File: src/rtl/aesl_axis_deadlock_detector.sv
// rtl/aesl_axis_deadlock_detector.sv - dataflow-region deadlock detector over N AXIS channels and M instances
// Latches a per-channel {full,empty} stall snapshot once the suspect condition persists THRESH cycles.
module aesl_axis_deadlock_detector #(
    parameter int NUM_AXIS = 2,
    parameter int NUM_INST = 2,
    parameter int THRESH   = 1,
    parameter int CNT_W    = 16
) (
    input  logic                  clock,
    input  logic                  reset,
    input  logic                  enable,
    input  logic                  clear,
    input  logic [NUM_AXIS-1:0]   axis_empty_sigs,
    input  logic [NUM_AXIS-1:0]   axis_full_sigs,
    input  logic [NUM_INST-1:0]   inst_idle_sigs,
    input  logic [NUM_INST-1:0]   inst_block_sigs,
    output logic                  block,
    output logic [2*NUM_AXIS-1:0] axis_block_info,
    output logic [CNT_W-1:0]      suspect_cnt,
    output logic [CNT_W-1:0]      deadlock_events
);

    // The suspect counter must be able to hold THRESH-1 and the parameters must be positive.
    if (NUM_AXIS < 1 || NUM_INST < 1 || THRESH < 1 || CNT_W < 1 || (THRESH >> CNT_W) != 0) begin : g_param_check
        $error("aesl_axis_deadlock_detector: illegal parameter combination");
    end

    localparam logic [CNT_W-1:0] LAST_CNT = CNT_W'(THRESH - 1);
    localparam logic [CNT_W-1:0] EV_MAX   = {CNT_W{1'b1}};

    typedef enum logic [1:0] {
        WATCH    = 2'd0,
        SUSPECT  = 2'd1,
        DEADLOCK = 2'd2
    } state_t;

    state_t                state_q, state_d;
    logic [CNT_W-1:0]      cnt_q, cnt_d;
    logic [CNT_W-1:0]      events_q, events_d;
    logic [2*NUM_AXIS-1:0] info_q, info_d;
    logic [2*NUM_AXIS-1:0] snap;
    logic                  cond;
    logic                  enter_dl;

    always_comb begin
        // All-idle is normal completion, so at least one instance must be genuinely blocked.
        cond = enable
             & (|(axis_empty_sigs | axis_full_sigs))
             & (&(inst_idle_sigs | inst_block_sigs))
             & ~(&inst_idle_sigs);

        snap = '0;
        for (int k = 0; k < NUM_AXIS; k++) begin
            snap[2*k]   = axis_empty_sigs[k];
            snap[2*k+1] = axis_full_sigs[k];
        end
    end

    always_comb begin
        state_d  = state_q;
        cnt_d    = cnt_q;
        info_d   = info_q;
        events_d = events_q;
        enter_dl = 1'b0;

        case (state_q)
            WATCH: begin
                cnt_d = '0;
                if (!clear && cond) begin
                    if (THRESH == 1) begin
                        enter_dl = 1'b1;
                    end else begin
                        state_d = SUSPECT;
                        cnt_d   = CNT_W'(1);
                    end
                end
            end
            SUSPECT: begin
                if (clear || !cond) begin
                    state_d = WATCH;
                    cnt_d   = '0;
                end else if (cnt_q == LAST_CNT) begin
                    enter_dl = 1'b1;
                end else begin
                    cnt_d = cnt_q + CNT_W'(1);
                end
            end
            DEADLOCK: begin
                // Snapshot stays frozen until an explicit clear.
                if (clear) begin
                    state_d = WATCH;
                    cnt_d   = '0;
                    info_d  = '0;
                end
            end
            default: begin
                state_d = WATCH;
                cnt_d   = '0;
                info_d  = '0;
            end
        endcase

        if (enter_dl) begin
            state_d  = DEADLOCK;
            cnt_d    = '0;
            info_d   = snap;
            events_d = (events_q == EV_MAX) ? events_q : events_q + CNT_W'(1);
        end
    end

    always_ff @(posedge clock) begin
        if (reset) begin
            state_q  <= WATCH;
            cnt_q    <= '0;
            info_q   <= '0;
            events_q <= '0;
        end else begin
            state_q  <= state_d;
            cnt_q    <= cnt_d;
            info_q   <= info_d;
            events_q <= events_d;
        end
    end

    assign block           = (state_q == DEADLOCK);
    assign axis_block_info = info_q;
    assign suspect_cnt     = cnt_q;
    assign deadlock_events = events_q;

endmodule

File: config.mk
export PLATFORM = sky130hd
export DESIGN_NAME = aesl_axis_deadlock_detector
export DESIGN_NICKNAME = d
export VERILOG_FILES = /design/src/rtl/aesl_axis_deadlock_detector.sv
export SDC_FILE = /design/constraint.sdc
export NUM_CORES = 1
export LEC_CHECK = 0
export CAP_MARGIN = 40
export CORE_UTILIZATION = 36
export CTS_BUF_LIST = sky130_fd_sc_hd__clkbuf_4
export DETAILED_ROUTE_END_ITERATION = 10
export HOLD_SLACK_MARGIN = 0.08
export PLACE_DENSITY = 0.72
export SLEW_MARGIN = 40
export SYNTH_ARGS = -nofsm -noshare
export SYNTH_HDL_FRONTEND = slang
export SYNTH_SLANG_ARGS = --single-unit
File: constraint.sdc
create_clock -name clock -period 1.7 [get_ports clock]
set_input_delay 0.34 -clock clock [delete_from_list [all_inputs] [get_ports clock]]
set_output_delay 0.34 -clock clock [all_outputs]
set_load 0.05 [all_outputs]
-- Yosys cells after proc, flatten, opt, wreduce, memory -nomap -nowiden
Index checks and enable logic that the tools add are counted.
- register bits: 38
- input bits: 12
- output and inout port bits: 37
- add/subtract/negate cells: 2
- equal/unequal tests: 10
- mux-type cells: 15
- bitwise logic cells: 8
- reduce and logical (&&, ||, !) cells: 16
- operators with widths (cell ; count):
    $mux 16 ; 3
    $add 16x1->16 const B ; 2
    $pmux 16 s2 ; 1
    $eq 16x16->1 const B ; 1
    $logic_not 16->1 ; 1
    $reduce_and 2->1 ; 5
    $mux 4 ; 2
    $pmux 4 s2 ; 1
    $mux 2 ; 3
    $ne 2x2->1 const B ; 3
    $ne 3x3->1 const B ; 2
    $pmux 2 s3 ; 1
    $reduce_and 3->1 ; 2
    $reduce_or 2->1 ; 3
    $or 2x2->2 ; 2
    $and 1x1->1 ; 3
    $mux 1 ; 3
    $ne 3x2->1 const B ; 1
    $not 1->1 ; 3
    $eq 2x1->1 const B ; 1
    $eq 2x2->1 const B ; 1
    $logic_not 1->1 ; 2
    $logic_not 2->1 ; 1
    $ne 2x1->1 const B ; 1
    other kinds (3) ; 3

-- Longest topological paths before layout
- depth after elaboration: 11
- depth in mapped cells: 8
- gate-level depth less buffers: 6

-- Least setup slack after synthesis
No wires, ideal clock.
- kind: register -> register
- start: register events_q[1] (netlist: deadlock_events[1])
- end: register events_q[7] (netlist: deadlock_events[7])
- arrival time: 2001 ps
- slack: -371 ps
- stages on the path, launching flop included: 9
- clock period less this slack: 2071 ps
- cells stage by stage: dfxtp_1 -> ha_1 -> nand3_1 -> nor2_1 -> and3b_1 -> buf_2 -> buf_4 -> o21ai_0 -> a21oi_1
- longest elaborated chain between the ends: 3
- elaborated cells between the ends (all ways): 4
- classes of those cells: add/sub: 1; eq/ne: 1; bitwise: 1; reduce/logical: 1
- ends and longest elaborated chain (element ; line ; source):
    start, declared ; 39 ; logic [CNT_W-1:0] events_q, events_d;
    start signal, assigned ; 121 ; events_q <= events_d;
    parallel branches: the longest is 3 deep, another holds $add 16x1->16 ; -- ;
Parallel ways; which one is timed is not known.
A chain may end at the register's enable or synchronous reset.

-- Worst setup path in the final report
- start: register events_q[0] (netlist: deadlock_events[0])
- end: register events_q[3] (netlist: deadlock_events[3])
The elaborated chain is that of the path after synthesis.

==> results.yml <==
worst_setup_path:
  slowest_delay_ps: 550
  critPathKind: "register to register"
  critPathMaxFanout: 8
  ff2ff_setup_slack_ps: 20
  ff2ff_path_depth: 6
  crit_path_end_kind: "register"
  slowest_stage: "or4_4"
  worstSetupStartpointType: "register"
  worstPathArrival_ps: 1940
  critPathBufInv: 0
  startpoint: "deadlock_events[0]"
  worstPathRequired_ps: 1960
  reg2reg_from: "deadlock_events[0]"
  path_cells: "ha_4 > nand3_4 > nor2_4 > and3b_2 > or4_4 > a21oi_2"
  r2r-end: "deadlock_events[3]"
  crit_family: "simple AND/OR/NAND/NOR gates"
yosys:
  synthTopCellsByCount: "dfxtp_1 (21), buf_4 (17), a21oi_1 (15)"
  seq_area_frac_synth_pct: 35.6
  synth_cell_type_count: 38
  synth_top_area_share_pct: 35.6
  ys_seq_elements: 21
  syn_area_um2: 1180
  ys_warn_count: 0
  synth-edff-count: 0
  synthArstFlopShare_pct: 0
  synth_largest_area_cell: "dfxtp_1"
  ys_top_cells_by_area: "dfxtp_1 (36%), buf_4 (11%), a21oi_1 (6.3%), nand3_1 (4.2%), or4_1 (3.8%)"
  yosysMostFrequentCell: "dfxtp_1"
  avgSynthCellArea_um2: 8.39
  synth_ff_type: "dfxtp_1"
  syn_inst: 141
cts:
  clk_latency_ps: 310
  h-tree-depth: 1
  cts-root-buf: "clkbuf_4"
  cts-buffers-inserted: 3
  cts.clk_slew.worst_paths_ps: 120
  cts_hold_buf: 0
  clockBufferDepth: 2
  numClockSinks: 21
  cts_tree: "yes"
status:
  status: "complete, no violations"
final_layout:
  nets: 214
  area_growth_pct: 57.9
  fin_cells: 244
  layout-drive-gt1-share_pct: 50.0
  post-route-cell-area_um2: 1870
  antennaDiodeCount: 0
placement:
  port_buffers: 32
  place_congestion: 0.820
  placed_cell_area_um2: 1650
  placed_cells: 231
  dp_hpwl_um: 2260
power_and_ir_drop:
  power.total_w: 0.000972
  power_density_nw_per_um2: 521
  p_leak_nw: 0.752
  ir_drop_mv: 0.543
sta:
  whs_ps: 340
  grt_setup_unrepaired: "yes"
  setup_viol: 0
  min_period_ps: 1680
  clock.fmax_ghz: 0.594
  hold_violations: 0
  slew_violations: 0
  fin_skew_ps: 9.50
  period_share_pct: 99.0
route:
  avgViaCountPerCell: 5.11
  drtIter0Drc: 41
  antenna_left: 0
  routedWlPerCell_um: 13.7
  post-route-drc-count: 0
  vias: 1247
  wirelength_um: 3350
  drt-pass1-iter-count: 4
die:
  die_w_um: 59.3
  core-area_um2: 3080
  start_util_pct: 38.4
  num_rows: 20
  fp.dieH_um: 59.3
  dieArea_um2: 3520
  io_pins: 49
global_routing:
  grt_max_degree: 18
  grt_pass1_vias: 1154
  grt_pass1_wl_um: 5020
  grt_overflow: 0
  antenna_found_initial: 0
  grt_usage_pct: 19.1
worst_hold_path:
  hold_path.class: "input pin to register"
  min-delay-start: "axis_full_sigs[0]"
  holdPathEnd: "axis_block_info[1]"
  holdPathStages: 3
run:
  cap_viol_max_count: 0
## timing repair
action | 4_1_cts | 5_1_grt
cloned | 1 | 1
endpoints found under the setup margin | 15 | 17
resized for setup | 12 | 24
buffers inserted | 4 | 4
pin swaps | 7 | 15
## worst register-to-register path, stage by stage (launching register included)
cell and delay [ps]:
dfxtp_4 390, ha_4 170, nand3_4 70, nor2_4 40
and3b_2 290, or4_4 550, a21oi_2 120
## layer usage
metal,global-route usage [%],vias up,part of all wire [%]
met3,4.37,7,4.5
met4,11.2,0,1.7
met1,22.1,588,42
met5,0,-,0
met2,31.8,41,51
li1,-,611,-
## logic make-up (layout without fill, tap and decap cells)
group / Yosys count / count (layout) / synth area share, %
multiplexers: 3 / 3 / 2.75
flip-flops: 21 / 21 / 35.6
AND/OR/NAND/NOR: 61 / 63 / 30.9
AO/OA/AOI/OAI: 31 / 31 / 16.5
adder cells (fa/ha/maj): 1 / 1 / 1.06
other: 1 / 16 / 0.317
buffers and inverters: 23 / 65 / 12.9
## cell usage in the layout (no fill, tap or decap), drive strengths merged, types with 5 or more instances in the layout
master,n
buf,48
o31ai,5
dlymetal6s2s,5
nand3,11
or4,6
nand2,13
conb,16
dfxtp,21
nor2,7
a21oi,15
## per-stage QoR
stage | utilization [%] | setup TNS (ps) | setup WS (ps)
after floorplan | - | -15.5 | -7.85
after global placement | 53.6 | -6760 | -434
after detailed placement | 53.6 | -7830 | -492
after CTS | 56.3 | 0 | 24.6
after global routing | 60.7 | -48.0 | -23.0
final | 60.7 | 0 | 17.7
## registers in the layout, indices dropped and copies added, names as in the netlist
register,cells
state_q,1
axis_block_info,4
deadlock_events,16
## report_power, final
part | switching [W] | internal [W]
Sequential | 0.00000596 | 0.000492
Combinational | 0.000148 | 0.0000620
Clock | 0.000156 | 0.000108
Total | 0.000311 | 0.000662
## worst max-delay path by stage
| stage | endpoint | slack (ps) | depth (start not counted) |
|---|---|---|---|
| 2_1_floorplan | deadlock_events[4] | -8 | 7 |
| 3_3_place_gp | deadlock_events[3] | -430 | 6 |
| 3_5_place_dp | deadlock_events[3] | -490 | 6 |
| 4_1_cts | deadlock_events[11] | 20 | 7 |
| 5_1_grt | deadlock_events[3] | -20 | 6 |
| 6_report | deadlock_events[3] | 20 | 6 |
## final cells by class
class | instances | area [µm²]
fillers | 285 | 1210
multi-input cells | 114 | 836
repair buffers | 59 | 489
flip-flops and latches | 21 | 449
well taps | 44 | 55.1
clock buffers | 4 | 30.0
inverters | 2 | 7.51
(Power assumes the default switching activity.)
